[config.mk]
export PLATFORM = sky130hd
export DESIGN_NAME = tick_monitor_flat
export DESIGN_NICKNAME = d
export VERILOG_FILES = /design/src/rtl/tick_monitor_pkg.sv /design/src/rtl/tick_monitor_if.sv /design/src/rtl/tick_monitor_pulse_edge_detect.sv /design/src/rtl/tick_monitor.sv /design/src/flat_wrapper.sv
export SDC_FILE = /design/constraint.sdc
export NUM_CORES = 1
export LEC_CHECK = 0
export ABC_AREA = 1
export BUFFER_PORTS_ARGS = -buffer_cell sky130_fd_sc_hd__buf_2
export CAP_MARGIN = 15
export CORE_MARGIN = 2
export CORE_UTILIZATION = 51
export CTS_BUF_LIST = sky130_fd_sc_hd__clkbuf_2
export DETAILED_ROUTE_END_ITERATION = 7
export PLACE_DENSITY = 0.71
export SETUP_SLACK_MARGIN = 0.02
export SYNTH_ARGS = -nofsm -noshare
export SYNTH_HDL_FRONTEND = slang
export SYNTH_SLANG_ARGS = --single-unit
[constraint.sdc]
create_clock -name clk -period 3.2 [get_ports clk]
set_clock_uncertainty 0.05 [all_clocks]
set_input_delay 0 -clock clk [delete_from_list [all_inputs] [get_ports clk]]
set_output_delay 0 -clock clk [all_outputs]
set_load 0.005 [all_outputs]
[src/rtl/tick_monitor_pkg.sv]
// Shared types and period-window arithmetic for the tick stream monitor.
package tick_monitor_pkg;

  typedef enum logic [1:0] {
    IDLE,
    WAIT_FIRST,
    MEASURE
  } state_t;

  typedef longint unsigned u64_t;

  function automatic u64_t exp_cycles(input int unsigned interval_ms,
                                      input int unsigned cycles_per_ms);
    return u64_t'(interval_ms) * u64_t'(cycles_per_ms) + u64_t'(1);
  endfunction

  function automatic u64_t min_cycles(input u64_t exp_c, input int unsigned tol);
    return exp_c - u64_t'(tol);
  endfunction

  function automatic u64_t max_cycles(input u64_t exp_c, input int unsigned tol);
    return exp_c + u64_t'(tol);
  endfunction

  // The window must sit strictly above zero and fit the 32-bit counter.
  function automatic bit cfg_ok(input int unsigned interval_ms,
                                input int unsigned cycles_per_ms,
                                input int unsigned tol);
    u64_t e;
    e = exp_cycles(interval_ms, cycles_per_ms);
    return (u64_t'(tol) < e) && (max_cycles(e, tol) < 64'h1_0000_0000);
  endfunction

endpackage

[src/rtl/tick_monitor_if.sv]
// Control input, tick stream and status outputs of the tick monitor.
interface tick_monitor_if;
  logic        enable;
  logic        tick_in;
  logic        tick_ok;
  logic        early;
  logic        missing;
  logic        locked;
  logic [31:0] period;
  logic [15:0] good_count;

  modport master (
    output enable, tick_in,
    input  tick_ok, early, missing, locked, period, good_count
  );

  modport slave (
    input  enable, tick_in,
    output tick_ok, early, missing, locked, period, good_count
  );
endinterface

[src/rtl/tick_monitor_pulse_edge_detect.sv]
// Registered previous sample of a level plus its rising-edge strobe.
module pulse_edge_detect (
  input  logic clk,
  input  logic reset,
  input  logic sig,
  output logic rise
);
  logic sig_q;

  always_ff @(posedge clk) begin
    if (reset) sig_q <= 1'b0;
    else       sig_q <= sig;
  end

  assign rise = sig & ~sig_q;
endmodule

[src/rtl/tick_monitor.sv]
// Measures the interval between tick rising edges, classifies it against
// an expected period window and tracks lock over consecutive good intervals.
module tick_monitor
  import tick_monitor_pkg::*;
#(
  parameter int unsigned INTERVAL_MS   = 1000,
  parameter int unsigned CYCLES_PER_MS = 50000,
  parameter int unsigned TOL_CYCLES    = 16,
  parameter int unsigned LOCK_COUNT    = 4
) (
  input logic           clk,
  input logic           reset,
  tick_monitor_if.slave mon
);

  localparam u64_t        EXP64 = exp_cycles(INTERVAL_MS, CYCLES_PER_MS);
  localparam logic [31:0] MIN_C = 32'(min_cycles(EXP64, TOL_CYCLES));
  localparam logic [31:0] MAX_C = 32'(max_cycles(EXP64, TOL_CYCLES));
  localparam int unsigned SW    = $clog2(LOCK_COUNT + 1);
  localparam logic [SW-1:0] LOCK_C = SW'(LOCK_COUNT);

  if (!cfg_ok(INTERVAL_MS, CYCLES_PER_MS, TOL_CYCLES)) begin : g_bad_window
    $error("tick_monitor: TOL_CYCLES >= EXP or MAX does not fit 32 bits");
  end
  if (LOCK_COUNT < 1) begin : g_bad_lock
    $error("tick_monitor: LOCK_COUNT must be at least 1");
  end

  state_t        state, state_n;
  logic [31:0]   cnt, cnt_n;
  logic [31:0]   period, period_n;
  logic [15:0]   good, good_n;
  logic [SW-1:0] streak, streak_n;
  logic          locked, locked_n;
  logic          ok, ok_n;
  logic          early, early_n;
  logic          miss, miss_n;
  logic          tick_edge;
  logic [31:0]   interval;

  pulse_edge_detect u_edge (
    .clk   (clk),
    .reset (reset),
    .sig   (mon.tick_in),
    .rise  (tick_edge)
  );

  assign interval = cnt + 32'd1;

  always_ff @(posedge clk) begin
    if (reset) begin
      state  <= IDLE;
      cnt    <= '0;
      period <= '0;
      good   <= '0;
      streak <= '0;
      locked <= 1'b0;
      ok     <= 1'b0;
      early  <= 1'b0;
      miss   <= 1'b0;
    end else begin
      state  <= state_n;
      cnt    <= cnt_n;
      period <= period_n;
      good   <= good_n;
      streak <= streak_n;
      locked <= locked_n;
      ok     <= ok_n;
      early  <= early_n;
      miss   <= miss_n;
    end
  end

  always_comb begin
    state_n  = state;
    cnt_n    = cnt;
    period_n = period;
    good_n   = good;
    streak_n = streak;
    locked_n = locked;
    ok_n     = 1'b0;
    early_n  = 1'b0;
    miss_n   = 1'b0;

    if (!mon.enable) begin
      state_n  = IDLE;
      streak_n = '0;
      locked_n = 1'b0;
    end else begin
      unique case (state)
        IDLE: begin
          state_n  = WAIT_FIRST;
          streak_n = '0;
          locked_n = 1'b0;
        end
        WAIT_FIRST: begin
          if (tick_edge) begin
            cnt_n   = '0;
            state_n = MEASURE;
          end
        end
        MEASURE: begin
          cnt_n = interval;
          // A tick landing exactly on MAX is classified, not reported missing.
          if (tick_edge) begin
            cnt_n    = '0;
            period_n = interval;
            if (interval < MIN_C) begin
              early_n  = 1'b1;
              streak_n = '0;
              locked_n = 1'b0;
            end else begin
              ok_n     = 1'b1;
              good_n   = (good == 16'hFFFF) ? good : good + 16'd1;
              streak_n = (streak == LOCK_C) ? streak : streak + 1'b1;
              if (streak_n == LOCK_C) locked_n = 1'b1;
            end
          end else if (interval == MAX_C) begin
            miss_n   = 1'b1;
            streak_n = '0;
            locked_n = 1'b0;
            state_n  = WAIT_FIRST;
          end
        end
        default: state_n = IDLE;
      endcase
    end
  end

  assign mon.tick_ok    = ok;
  assign mon.early      = early;
  assign mon.missing    = miss;
  assign mon.locked     = locked;
  assign mon.period     = period;
  assign mon.good_count = good;

endmodule

[src/flat_wrapper.sv]
// flat-port wrapper written by rule: the top's interface ports become plain ports
module tick_monitor_flat import tick_monitor_pkg::*;
#(
  parameter int unsigned INTERVAL_MS   = 1000,
  parameter int unsigned CYCLES_PER_MS = 50000,
  parameter int unsigned TOL_CYCLES    = 16,
  parameter int unsigned LOCK_COUNT    = 4
)
  (clk, reset, mon_enable, mon_tick_in, mon_tick_ok, mon_early, mon_missing, mon_locked, mon_period, mon_good_count);
  tick_monitor_if mon_i ();
  input logic clk;
  input logic reset;
  input wire logic [$bits(mon_i.enable)-1:0] mon_enable;
  input wire logic [$bits(mon_i.tick_in)-1:0] mon_tick_in;
  output wire logic [$bits(mon_i.tick_ok)-1:0] mon_tick_ok;
  output wire logic [$bits(mon_i.early)-1:0] mon_early;
  output wire logic [$bits(mon_i.missing)-1:0] mon_missing;
  output wire logic [$bits(mon_i.locked)-1:0] mon_locked;
  output wire logic [$bits(mon_i.period)-1:0] mon_period;
  output wire logic [$bits(mon_i.good_count)-1:0] mon_good_count;
  assign mon_i.enable = mon_enable;
  assign mon_i.tick_in = mon_tick_in;
  assign mon_tick_ok = mon_i.tick_ok;
  assign mon_early = mon_i.early;
  assign mon_missing = mon_i.missing;
  assign mon_locked = mon_i.locked;
  assign mon_period = mon_i.period;
  assign mon_good_count = mon_i.good_count;
  tick_monitor #(.INTERVAL_MS(INTERVAL_MS), .CYCLES_PER_MS(CYCLES_PER_MS), .TOL_CYCLES(TOL_CYCLES), .LOCK_COUNT(LOCK_COUNT)) u_core (.clk(clk), .reset(reset), .mon(mon_i));
endmodule
Yosys cells after proc, flatten, opt, wreduce, memory -nomap -nowiden --
Index checks and enable logic that the tools add are counted.
Operators by class: bitwise operators 7, add/sub/neg operators 3, magnitude comparators 1, eq/ne operators 11, reduce and logical (&&, ||, !) cells 12, mux-type cells 20
Operator list (number):
- 32-bit two-way mux | 2
- 32-bit case mux with 2 select lines | 1
- 32-bit by 1-bit adder with 32-bit output, second input constant | 1
- 32-bit by 26-bit equality test with 1-bit output, second input constant | 1
- 32-bit by 26-bit less-than comparator with 1-bit output, second input constant | 1
- 16-bit by 1-bit adder with 16-bit output, second input constant | 1
- 16-bit equality test, second input constant | 1
- 3-bit two-way mux | 4
- 3-bit AND reduction | 4
- 4-bit OR reduction | 2
- 1-bit two-way mux | 7
- 3-bit equality test, second input constant | 2
- 2-bit two-way mux | 3
- 1-bit inverter | 6
- 2-bit case mux with 3 select lines | 1
- 3-bit case mux with 2 select lines | 1
- 5-bit AND reduction | 1
- 2-bit by 1-bit inequality test with 1-bit output, second input constant | 2
- 4-bit inequality test, second input constant | 1
- 2-bit nonzero test | 2
- 3-bit by 1-bit adder with 3-bit output, second input constant | 1
- 3-bit by 1-bit inequality test with 1-bit output, second input constant | 1
- 2-bit by 1-bit equality test with 1-bit output, second input constant | 1
- 2-bit equality test, second input constant | 1
- 6 further kinds | 6
Storage, ports and cells: logic and storage cells 64, register bits 90, input bits 4

Logic depth before layout (Yosys ltp) --
Gate-level depths: netlist of the first run.
word-level depth 7, gate-level depth with buffers 18, mapped depth without buffers 18

Hierarchy --
A second synthesis of the first run with hierarchy kept.
Second synthesis, totals: cells, all modules 761, area, all modules 4934.7 sq um
Modules (own cells, without submodules):
- tick_monitor | times used 1, cells an instance 757, area an instance 4903.5 sq um, seq. area each 1781.7 sq um
- pulse_edge_detect | times used 1, cells an instance 4, area an instance 31.3 sq um, seq. area each 20.0 sq um

Least setup slack after synthesis of the first run --
Ideal clock, no wire load.
kind reg-to-reg, start reg u_core.cnt[0], end reg u_core.good[2], in the netlist u_core.mon.good_count[2], stages on the path, launching flop included 18, data arrival time 2.087 ns, period minus slack after synthesis 2.269 ns, path slack 0.931 ns, data required time 3.018 ns, path through dfxtp_1 -> ha_1 -> nand2_1 -> nor2_1 -> nand3_1 -> nor2_1 -> nand2_1 -> nand2_1 -> nand2_1 -> nor2_1 -> nand2_1 -> nor2_4 -> nand3_2 -> nand3_4 -> nand2_4 -> buf_6 -> nand2_1 -> a21oi_1
Between the ends: longest elaborated chain between the ends 4
Ends and longest elaborated chain:
- start, declared | line tick_monitor.sv:30 | logic [31:0] cnt, cnt_n;
- start signal, assigned | line tick_monitor.sv:63 | cnt <= cnt_n;
- 32-bit by 1-bit adder with 32-bit output | line tick_monitor.sv:48 | assign interval = cnt + 32'd1;
- 32-bit by 26-bit less-than comparator with 1-bit output | line tick_monitor.sv:108 | if (interval < MIN_C) begin
- 1-bit inverter (no line)
- 5-bit AND reduction (no line)
- end signal, assigned | line tick_monitor.sv:65 | good <= good_n;
- end, declared | line tick_monitor.sv:32 | logic [15:0] good, good_n;
Every way passes these cells. A chain may end at the register's enable or synchronous reset.

Worst setup path in the final report of the first run --
start reg u_core.cnt[0], end reg u_core.good[1], in the netlist u_core.mon.good_count[1]
Same word-level chain as after synthesis.

==> impl_metrics.yaml, run 1 <==
final_layout:
  drive_gt1_frac: 0.128
  n_fill_cell: 942
  syn2layout_area_growth_pct: 10.6
  fin_area_um2: 5370
  final_cells: 908
  antenna_cells: 0
  layout.nets: 784
synth:
  yosys_warnings: 0
  synth-edff-count: 0
  synth.top_cell.area_share: 0.371
  synth_area_um2: 4860
  ys_seq_elements: 90
  ys_async_sr_fraction: 0
  synthCells: 723
  yosys_most_used_dff: "dfxtp_1"
  synthDistinctLibCells: 32
  seq_area_frac_synth: 0.371
  synth.net_count: 733
  synth.area.top_cells: "dfxtp_1, nand2_1, inv_1"
  synth_area_leader_cell: "dfxtp_1"
  avgSynthCellArea_um2: 6.72
floorplan:
  rows: 35
  die_w_um: 102
  ioPinCount: 56
  die-area_um2: 10300
  initial_core_util: 0.526
  die_h_um: 102
  design.core.area_um2: 9240
placement:
  place_congestion: 0.961
  hpwl_mm: 9.46
  portBuffers: 55
  dp_cells: 888
  dp_slack_ns: 0.361
  placed_area_um2: 5230
global_route:
  grt.total_usage: 0.253
  grt_max_degree: 57
  antenna_found_initial: 0
  first_global_vias: 4319
  grt_first_pass_wirelength_mm: 20.8
  grt_remaining_overflow: 0
critical_path:
  critPathLaunchType: "flip-flop"
  r2r_end: "u_core.mon.good_count[1]"
  worstReg2RegStart: "u_core.cnt[0]"
  r2r_cells: 14
  criticalPathCategory: "reg -> reg"
  cp_max_fo: 23
  cp.arrival_ns: 3.30
  end_kind: "flip-flop"
  reg2reg_slack_ns: 0.26
  cp.required_ns: 3.57
  timing.critical_path.from: "u_core.cnt[0]"
clock_network:
  clock_latency_ns: 0.55
  clkTransAtPathRegs_ns: 0.27
  post_cts_buffers: 0
  clockRootBuffer: "clkbuf_2"
  htree_num_levels: 3
  clock_sinks: 90
  cts_tree: "done"
  cts_buffer_depth: 2
  cts_buffers: 9
sta:
  fmax_mhz: 340
  layout_setup_ws_ns: 0.260
  drv_slew: 0
  fin_setup_tns_ns: 0
  rsz0062_at_grt: "no"
  setup-violations-final: 0
  whs_ns: 0.292
  tightest_slew_ns: 1.00
  timing_hold_violations_final: 0
  slew-limit-headroom: 0.330
  final.period_utilization: 0.919
  post-route-min-period_ns: 2.94
power:
  p_comb_frac: 0.028
  ir_drop_v: 0.000192
  pwr-share-seq: 0.663
  power.density_nw_per_um2: 317
  p_switching_w: 0.000450
  switching_share: 0.264
  clkPwrFrac: 0.308
  p_int_w: 0.00125
  p_leak_nw: 2.37
min_path:
  holdPathEnd: "u_core.state[1]"
  hold_path_class: "in -> reg"
  min_path_cells: 6
  min_from: "mon_enable"
run:
  maxCapViolCount: 0
drt:
  drc: 0
  num_vias: 4800
  drt-wirelength-per-cell_um: 14.0
  ant_nets: 0
  firstDrtPassIters: 6
  avgViaCountPerCell: 5.29
  totalWireLength_mm: 12.8
  drt-initial-drc-count: 322
status:
  status: "finished clean"
flip-flops by register name (all words and copies together), names as in the netlist:
signal                 flops
u_core.streak              3
u_core.mon.locked          1
u_core.mon.missing         1
u_core.mon.period         32
u_core.mon.tick_ok         1
u_core.state               2
u_core.u_edge.sig_q        1
u_core.cnt                32
u_core.mon.early           1
u_core.mon.good_count     16
timing repair:
item,CTS,global route
endpoints found under the setup margin,0,3
hold buffers,4,0
gates resized for setup,0,1
endpoints found under the hold margin,52,0
through the flow:
stage                     total power, W   util
final                            0.00170  0.582
after floorplan                  0.00118      -
after detailed placement         0.00119  0.566
after global routing             0.00178  0.582
after global placement           0.00119  0.566
after CTS                        0.00172  0.581
synthesized netlist by cell type (all sizes together), types with 4 or more instances:
library cell / number
a21oi: 32
o32ai: 19
xnor2: 5
a32o: 7
dfxtp: 90
nand3b: 4
o211ai: 17
ha: 6
clkbuf: 16
xor2: 15
o21ai: 29
nor3: 5
nand3: 55
inv: 103
nor2: 105
buf: 8
nand4: 6
nand2: 196
how the worst max path moves through the flow:
stage,endpoint,slack [ns],cells after the start
global placement,u_core.mon.good_count[8],0.50,14
global route,u_core.mon.good_count[8],0.04,15
floorplan,u_core.mon.good_count[2],0.93,17
finish,u_core.mon.good_count[1],0.26,14
CTS,u_core.mon.good_count[1],0.28,14
detailed placement,u_core.mon.good_count[2],0.36,14
metal layers:
layer | vias up | track usage | wire length [um]
met4 | 0 | 0.0644 | 160
li1 | 2433 | - | -
met5 | - | 0 | 0
met3 | 11 | 0.0442 | 837
met2 | 150 | 0.376 | 5460
met1 | 2206 | 0.379 | 6300
layout by cell type (no fill, tap or decap), types with 17 or more instances in the layout:
| cell | n |
|---|---|
| o211ai_1 | 17 |
| inv_1 | 102 |
| nand3_1 | 52 |
| buf_2 | 55 |
| dfxtp_1 | 90 |
| nor2_1 | 93 |
| o32ai_1 | 19 |
| o21ai_0 | 27 |
| nand2_1 | 188 |
| a21oi_1 | 31 |
power groups by stage:
| stage | logic [W] | registers [W] | clock network, W |
|---|---|---|---|
| after floorplan | 0.0000291 | 0.00115 | 0 |
| after global placement | 0.0000434 | 0.00115 | 0 |
| after detailed placement | 0.0000443 | 0.00115 | 0 |
| after CTS | 0.0000480 | 0.00113 | 0.000546 |
| after global routing | 0.0000530 | 0.00113 | 0.000595 |
| final | 0.0000483 | 0.00113 | 0.000525 |
cells by family (layout without fill, tap and decap cells):
logic type / count (synthesis) / in the layout / synth area share
buffers and inverters: 127 / 183 / 0.103
and+or+nand+nor: 375 / 375 / 0.335
xor gates and xnor gates: 20 / 20 / 0.0360
DFF: 90 / 90 / 0.371
adders and majority gates: 6 / 6 / 0.0154
AOI/OAI and AO/OA: 105 / 105 / 0.140
area by class of cell:
class	instances	area (um^2)	area share
clock buffers	9	45.0	0.00838
clock inverters	7	51.3	0.00955
inverters	103	387	0.0719
multi-input cells	506	2570	0.479
flip-flops and latches	90	1800	0.335
well taps	129	161	0.0300
repair buffers	64	353	0.0657
worst max-delay path: stages (launching register included):
cell and delay (ns):
dfxtp_1 0.49, ha_1 0.31, nand3_1 0.20, nor2_1 0.33
nand3_1 0.18, nand2_1 0.09, nand2_1 0.08, nor2_1 0.16
nand2_1 0.07, nor2_1 0.15, nand3_2 0.12, nand3_4 0.25
nand2_8 0.14, nand2_1 0.10, a21oi_1 0.06
Note: power is estimated with default switching activity, not from simulation.
==> run 2, diff against run 1 <==
- RECOVER_POWER: unset -> 50
==> impl_metrics.yaml, run 2 (synthesis gave the netlist of run 1 again) <==
clock_network:
  clkTransAtPathRegs_ns: 0.27
  clock_sinks: 90
  cts_buffer_depth: 2
  clockRootBuffer: "clkbuf_2"
  htree_num_levels: 3
  cts_buffers: 9
  clock_latency_ns: 0.57
  cts_tree: "done"
power:
  power.density_nw_per_um2: 320
  ir_drop_v: 0.000192
  p_leak_nw: 2.26
sta:
  fmax_mhz: 339
  slew-limit-headroom: 0.267
  drv_slew: 0
  post-route-min-period_ns: 2.95
  final.period_utilization: 0.921
  fin_setup_tns_ns: 0
  timing_hold_violations_final: 0
  rsz0062_at_grt: "no"
  setup-violations-final: 0
  layout_setup_ws_ns: 0.253
  tightest_slew_ns: 1.10
drt:
  ant_nets: 0
  avgViaCountPerCell: 5.33
  totalWireLength_mm: 12.8
  drt-initial-drc-count: 384
  num_vias: 4842
  drc: 0
  firstDrtPassIters: 5
  drt-wirelength-per-cell_um: 14.1
critical_path:
  cp_max_fo: 23
  slowest_stage: "dfxtp_1"
  cp.required_ns: 3.56
  cp.buffers_inverters: 0
  cp.arrival_ns: 3.30
  crit_chain: "ha_1 > nand3_1 > nor2_1 > nand3_1 > nand2_1 > nand2_1 > nor2_1 > nand2_1 > nor2_1 > nand3_2 > nand3_4 > nand2_8 > nand2_1 > a21oi_1"
  worstReg2RegStart: "u_core.cnt[0]"
  criticalPathCategory: "reg -> reg"
  crit_top_cell: "nand2_1"
  max_stage_delay_ns: 0.49
  critical-path-top-delay-family: "simple AND/OR/NAND/NOR gates"
  critPathLaunchType: "flip-flop"
  end_kind: "flip-flop"
  timing.critical_path.from: "u_core.cnt[0]"
global_route:
  grt_remaining_overflow: 0
  grt_first_pass_wirelength_mm: 20.8
  antenna_found_initial: 0
  grt_max_degree: 57
  grt.total_usage: 0.253
  first_global_vias: 4319
final_layout:
  layout.nets: 784
  syn2layout_area_growth_pct: 9.78
  antenna_cells: 0
  drive_gt1_frac: 0.0976
  layout_commonest_cell: "nand2_1"
  most-common-layout-cells: "nand2_1, inv_1, nor2_1"
placement:
  hpwl_mm: 9.46
  place_congestion: 0.961
  dp_slack_ns: 0.361
  portBuffers: 55
min_path:
  min_from: "mon_enable"
  hold_path_class: "in -> reg"
status:
  status: "finished clean"
floorplan:
  ioPinCount: 56
  die_w_um: 102
  design.core.area_um2: 9240
  initial_core_util: 0.526
  rows: 35
  die-area_um2: 10300
  die_h_um: 102
run:
  maxCapViolCount: 0
run 2: cell count changes in the layout (fill, tap and decap cells not counted):
| cell | before | now |
|---|---|---|
| clkbuf_1 | 0 | 24 |
| clkbuf_2 | 9 | 11 |
| buf_2 | 55 | 32 |
| buf_4 | 5 | 2 |
run 2: final timing paths:
kind	to	slack, ns	cells after the start
worst max-delay path	u_core.mon.good_count[1]	0.25	14
worst min-delay path	u_core.state[1]	0.27	6
worst max register to register	u_core.mon.good_count[1]	0.25	14
worst min register to register	u_core.streak[1]	0.45	2
run 2: power by group:
part / switching, W / leakage (nW) / internal (W)
Sequential: 0.00000168 / 0.725 / 0.00113
Combinational: 0.0000357 / 1.47 / 0.0000119
Clock: 0.000419 / 0.0664 / 0.000112
Total: 0.000456 / 2.26 / 0.00125
run 2: layer usage:
metal  vias up  part of all wire  track usage
li1       2437                 -            -
met1      2221              0.49        0.379
met2       165              0.42        0.376
met3        19             0.070       0.0442
met4         0             0.016       0.0644
met5         -                 0            0
run 2: cell type report:
type | count | area, um^2
sequential | 90 | 1800
inverter | 103 | 387
timing repair buffer | 64 | 315
tap | 129 | 161
fill | 960 | 3900
multi-input combinational | 506 | 2570
clock inverter | 7 | 51.3
clock buffer | 9 | 45.0
run 2: stage by stage:
stage / util / power (W) / hold slack [ns] / instances / area [um^2]
floorplan: - / 0.00118 / 0.0749 / 723 / 4860
global placement: 0.566 / 0.00119 / 0.167 / 888 / 5230
detailed placement: 0.566 / 0.00119 / 0.178 / 888 / 5230
CTS: 0.581 / 0.00172 / 0.253 / 908 / 5370
global route: 0.578 / 0.00178 / 0.293 / 908 / 5340
finish: 0.578 / 0.00171 / 0.271 / 908 / 5340
run 2: what timing repair did:
action | CTS | global route
setup buffers | 0 | 0
endpoints found under the setup margin | 0 | 3
resized for setup | 0 | 1
endpoints found under the hold margin | 52 | 0
hold buffers | 4 | 0
run 2: worst min-delay path: cells and delay by family:
| family | cells | cell delay, ns |
|---|---|---|
| buf+inv | 4 | 0.76 |
| simple gates | 2 | 0.15 |
==> run 3, diff against run 2 <==
- ABC_AREA: 1 -> unset
- SLEW_MARGIN: unset -> 20
- clock period: 3.2 -> 3.6 ns (I/O delays scaled with it)
==> impl_metrics.yaml, run 3 <==
status:
  status: "finished clean"
global_route:
  grt_remaining_overflow: 0
  first_global_vias: 4185
  antenna_found_initial: 0
  grt.total_usage: 0.241
  grt_first_pass_wirelength_mm: 19.8
  grt_max_degree: 61
final_layout:
  fin_area_um2: 5460
  syn2layout_area_growth_pct: 14.5
  antenna_cells: 0
  regArea_um2: 1810
  post-route-util: 0.596
  n_fill_cell: 827
  layout.nets: 656
  most-common-layout-cells: "dfxtp_1, nor2_1, o21ai_0"
  drive_gt1_frac: 0.160
  layout_commonest_cell: "dfxtp_1"
  multiInputGateArea_um2: 2800
critical_path:
  worstReg2RegStart: "u_core.cnt[2]"
  cp_max_fo: 17
  cp.required_ns: 4.07
  r2r_end: "u_core.mon.good_count[5]"
  r2r_cells: 11
  reg2reg_slack_ns: 0.20
  criticalPathCategory: "reg -> reg"
  critPathLaunchType: "flip-flop"
  end_kind: "flip-flop"
  cp.arrival_ns: 3.86
synth:
  synth-compound-area-share: 0.201
  yosys_most_used_dff: "dfxtp_1"
  synth_most_common_cell: "dfxtp_1"
  synth-xor-area-share: 0.0625
  synth.net_count: 596
  ys_async_sr_fraction: 0
  ys_seq_elements: 90
  synth_area_leader_cell: "dfxtp_1"
  synth.area.mux_share: 0.0205
  synth.top_cell.area_share: 0.378
  synthCells: 586
  yosys_warnings: 0
  synth_top_cells_by_count: "dfxtp_1, nor2_1, o21ai_0"
  seq_area_frac_synth: 0.378
  avgSynthCellArea_um2: 8.13
  synth_fa_ha_area_frac: 0.0158
  synth.area.top_cells: "dfxtp_1, nor2_1, o21ai_0"
  synthDistinctLibCells: 67
  synthSimpleGateAreaFrac: 0.277
  synth_top_family_by_area: "simple AND/OR/NAND/NOR gates"
  synth-edff-count: 0
  synth_area_um2: 4770
placement:
  place_congestion: 0.903
  hpwl_mm: 8.30
  portBuffers: 55
  placed_area_um2: 5270
sta:
  slew-limit-headroom: 0.104
  fmax_mhz: 294
  post-route-min-period_ns: 3.40
  final.period_utilization: 0.944
  drv_slew: 0
  rsz0062_at_grt: "no"
  setup-violations-final: 0
  tightest_slew_ns: 1.34
  timing_hold_violations_final: 0
  whs_ns: 0.257
  fin_setup_tns_ns: 0
floorplan:
  design.core.area_um2: 9150
  die-area_um2: 10100
  die_h_um: 101
  die_w_um: 101
  rows: 35
  ioPinCount: 56
  initial_core_util: 0.521
clock_network:
  clock_sinks: 90
  cts_buffers: 9
  cts_buffer_depth: 2
  cts_tree: "done"
  post_cts_buffers: 0
  htree_num_levels: 3
  clockRootBuffer: "clkbuf_2"
  clkTransAtPathRegs_ns: 0.27
  clock_latency_ns: 0.58
power:
  ir_drop_v: 0.000167
  p_leak_nw: 1.95
  total_power_w: 0.00161
  p_switching_w: 0.000420
  power.density_nw_per_um2: 296
  switching_share: 0.260
  p_comb_frac: 0.029
  clkPwrFrac: 0.346
  pwr-share-seq: 0.624
  p_int_w: 0.00119
drt:
  drc: 0
  ant_nets: 0
  drt-wirelength-per-cell_um: 15.6
  num_vias: 4492
  drt-initial-drc-count: 204
  totalWireLength_mm: 11.9
  avgViaCountPerCell: 5.90
  firstDrtPassIters: 6
run:
  maxCapViolCount: 0
min_path:
  holdPathEnd: "u_core.cnt[2]"
  min_path_cells: 4
  hold_path_class: "in -> reg"
  min_from: "mon_enable"
## run 3: layer usage
| metal | up-vias | routed length (um) | GRT usage |
|---|---|---|---|
| met3 | 25 | 623 | 0.0368 |
| met2 | 148 | 5580 | 0.397 |
| li1 | 2241 | - | - |
| met4 | 0 | 290 | 0.100 |
| met5 | - | 0 | 0 |
| met1 | 2078 | 5380 | 0.316 |
## run 3: area by class of cell
cell class / count / share of cell area
Sequential cell: 90 / 0.331
Timing Repair Buffer: 95 / 0.100
Tap cell: 111 / 0.0255
Clock inverter: 7 / 0.0149
Clock buffer: 9 / 0.00825
Multi-Input combinational cell: 441 / 0.514
Inverter: 9 / 0.00619
## run 3: timing repair
item                                   in CTS  in global routing
setup endpoints to repair                   1                 16
resized for setup                           1                 12
endpoints found under the hold margin      30                  0
hold buffers                                4                  0
pin swaps                                   0                  0
## run 3: kinds of logic (layout without fill, tap and decap cells)
| kind of cell | Yosys count | after routing |
|---|---|---|
| flip-flops | 90 | 90 |
| adder cells (fa/ha/maj) | 6 | 6 |
| AND/OR/NAND/NOR | 245 | 245 |
| buffers and inverters | 55 | 120 |
| multiplexers | 9 | 9 |
| AO/OA/AOI/OAI | 147 | 147 |
| XOR/XNOR | 34 | 34 |
## run 3: how the worst max path moves through the flow
| stage | from | end | slack (ns) | depth (start not counted) |
|---|---|---|---|---|
| after floorplan | u_core.cnt[0] | u_core.streak[1] | 0.42 | 10 |
| after global placement | u_core.cnt[7] | u_core.mon.good_count[5] | 0.18 | 11 |
| after detailed placement | u_core.cnt[7] | u_core.mon.good_count[6] | 0.05 | 11 |
| after CTS | u_core.cnt[7] | u_core.mon.good_count[6] | 0.02 | 10 |
| after global routing | u_core.cnt[3] | u_core.mon.good_count[6] | 0.004 | 11 |
| final | u_core.cnt[2] | u_core.mon.good_count[5] | 0.20 | 11 |
## run 3: stage by stage
step	setup slack (ns)	instances
finish	0.202	762
global route	0.00396	762
CTS	0.0215	762
detailed placement	0.0506	742
global placement	0.179	742
floorplan	0.420	586
## run 3: power groups by stage
| stage | Sequential (W) | Clock (W) | Combinational (W) |
|---|---|---|---|
| CTS | 0.00101 | 0.000570 | 0.0000477 |
| detailed placement | 0.00102 | 0 | 0.0000439 |
| global placement | 0.00102 | 0 | 0.0000429 |
| floorplan | 0.00102 | 0 | 0.0000299 |
| global route | 0.00101 | 0.000609 | 0.0000525 |
| finish | 0.00101 | 0.000558 | 0.0000475 |
## run 3: critical path, cell delays in order (launching register included)
cell      delay [ns]
dfxtp_2         0.44
nand4_2         0.21
nor4_4          0.36
buf_4           0.19
and3_1          0.21
xnor2_1         0.13
or3b_1          0.44
a211oi_4        0.30
o21ai_4         0.18
buf_4           0.20
or4_1           0.47
a21oi_1         0.16
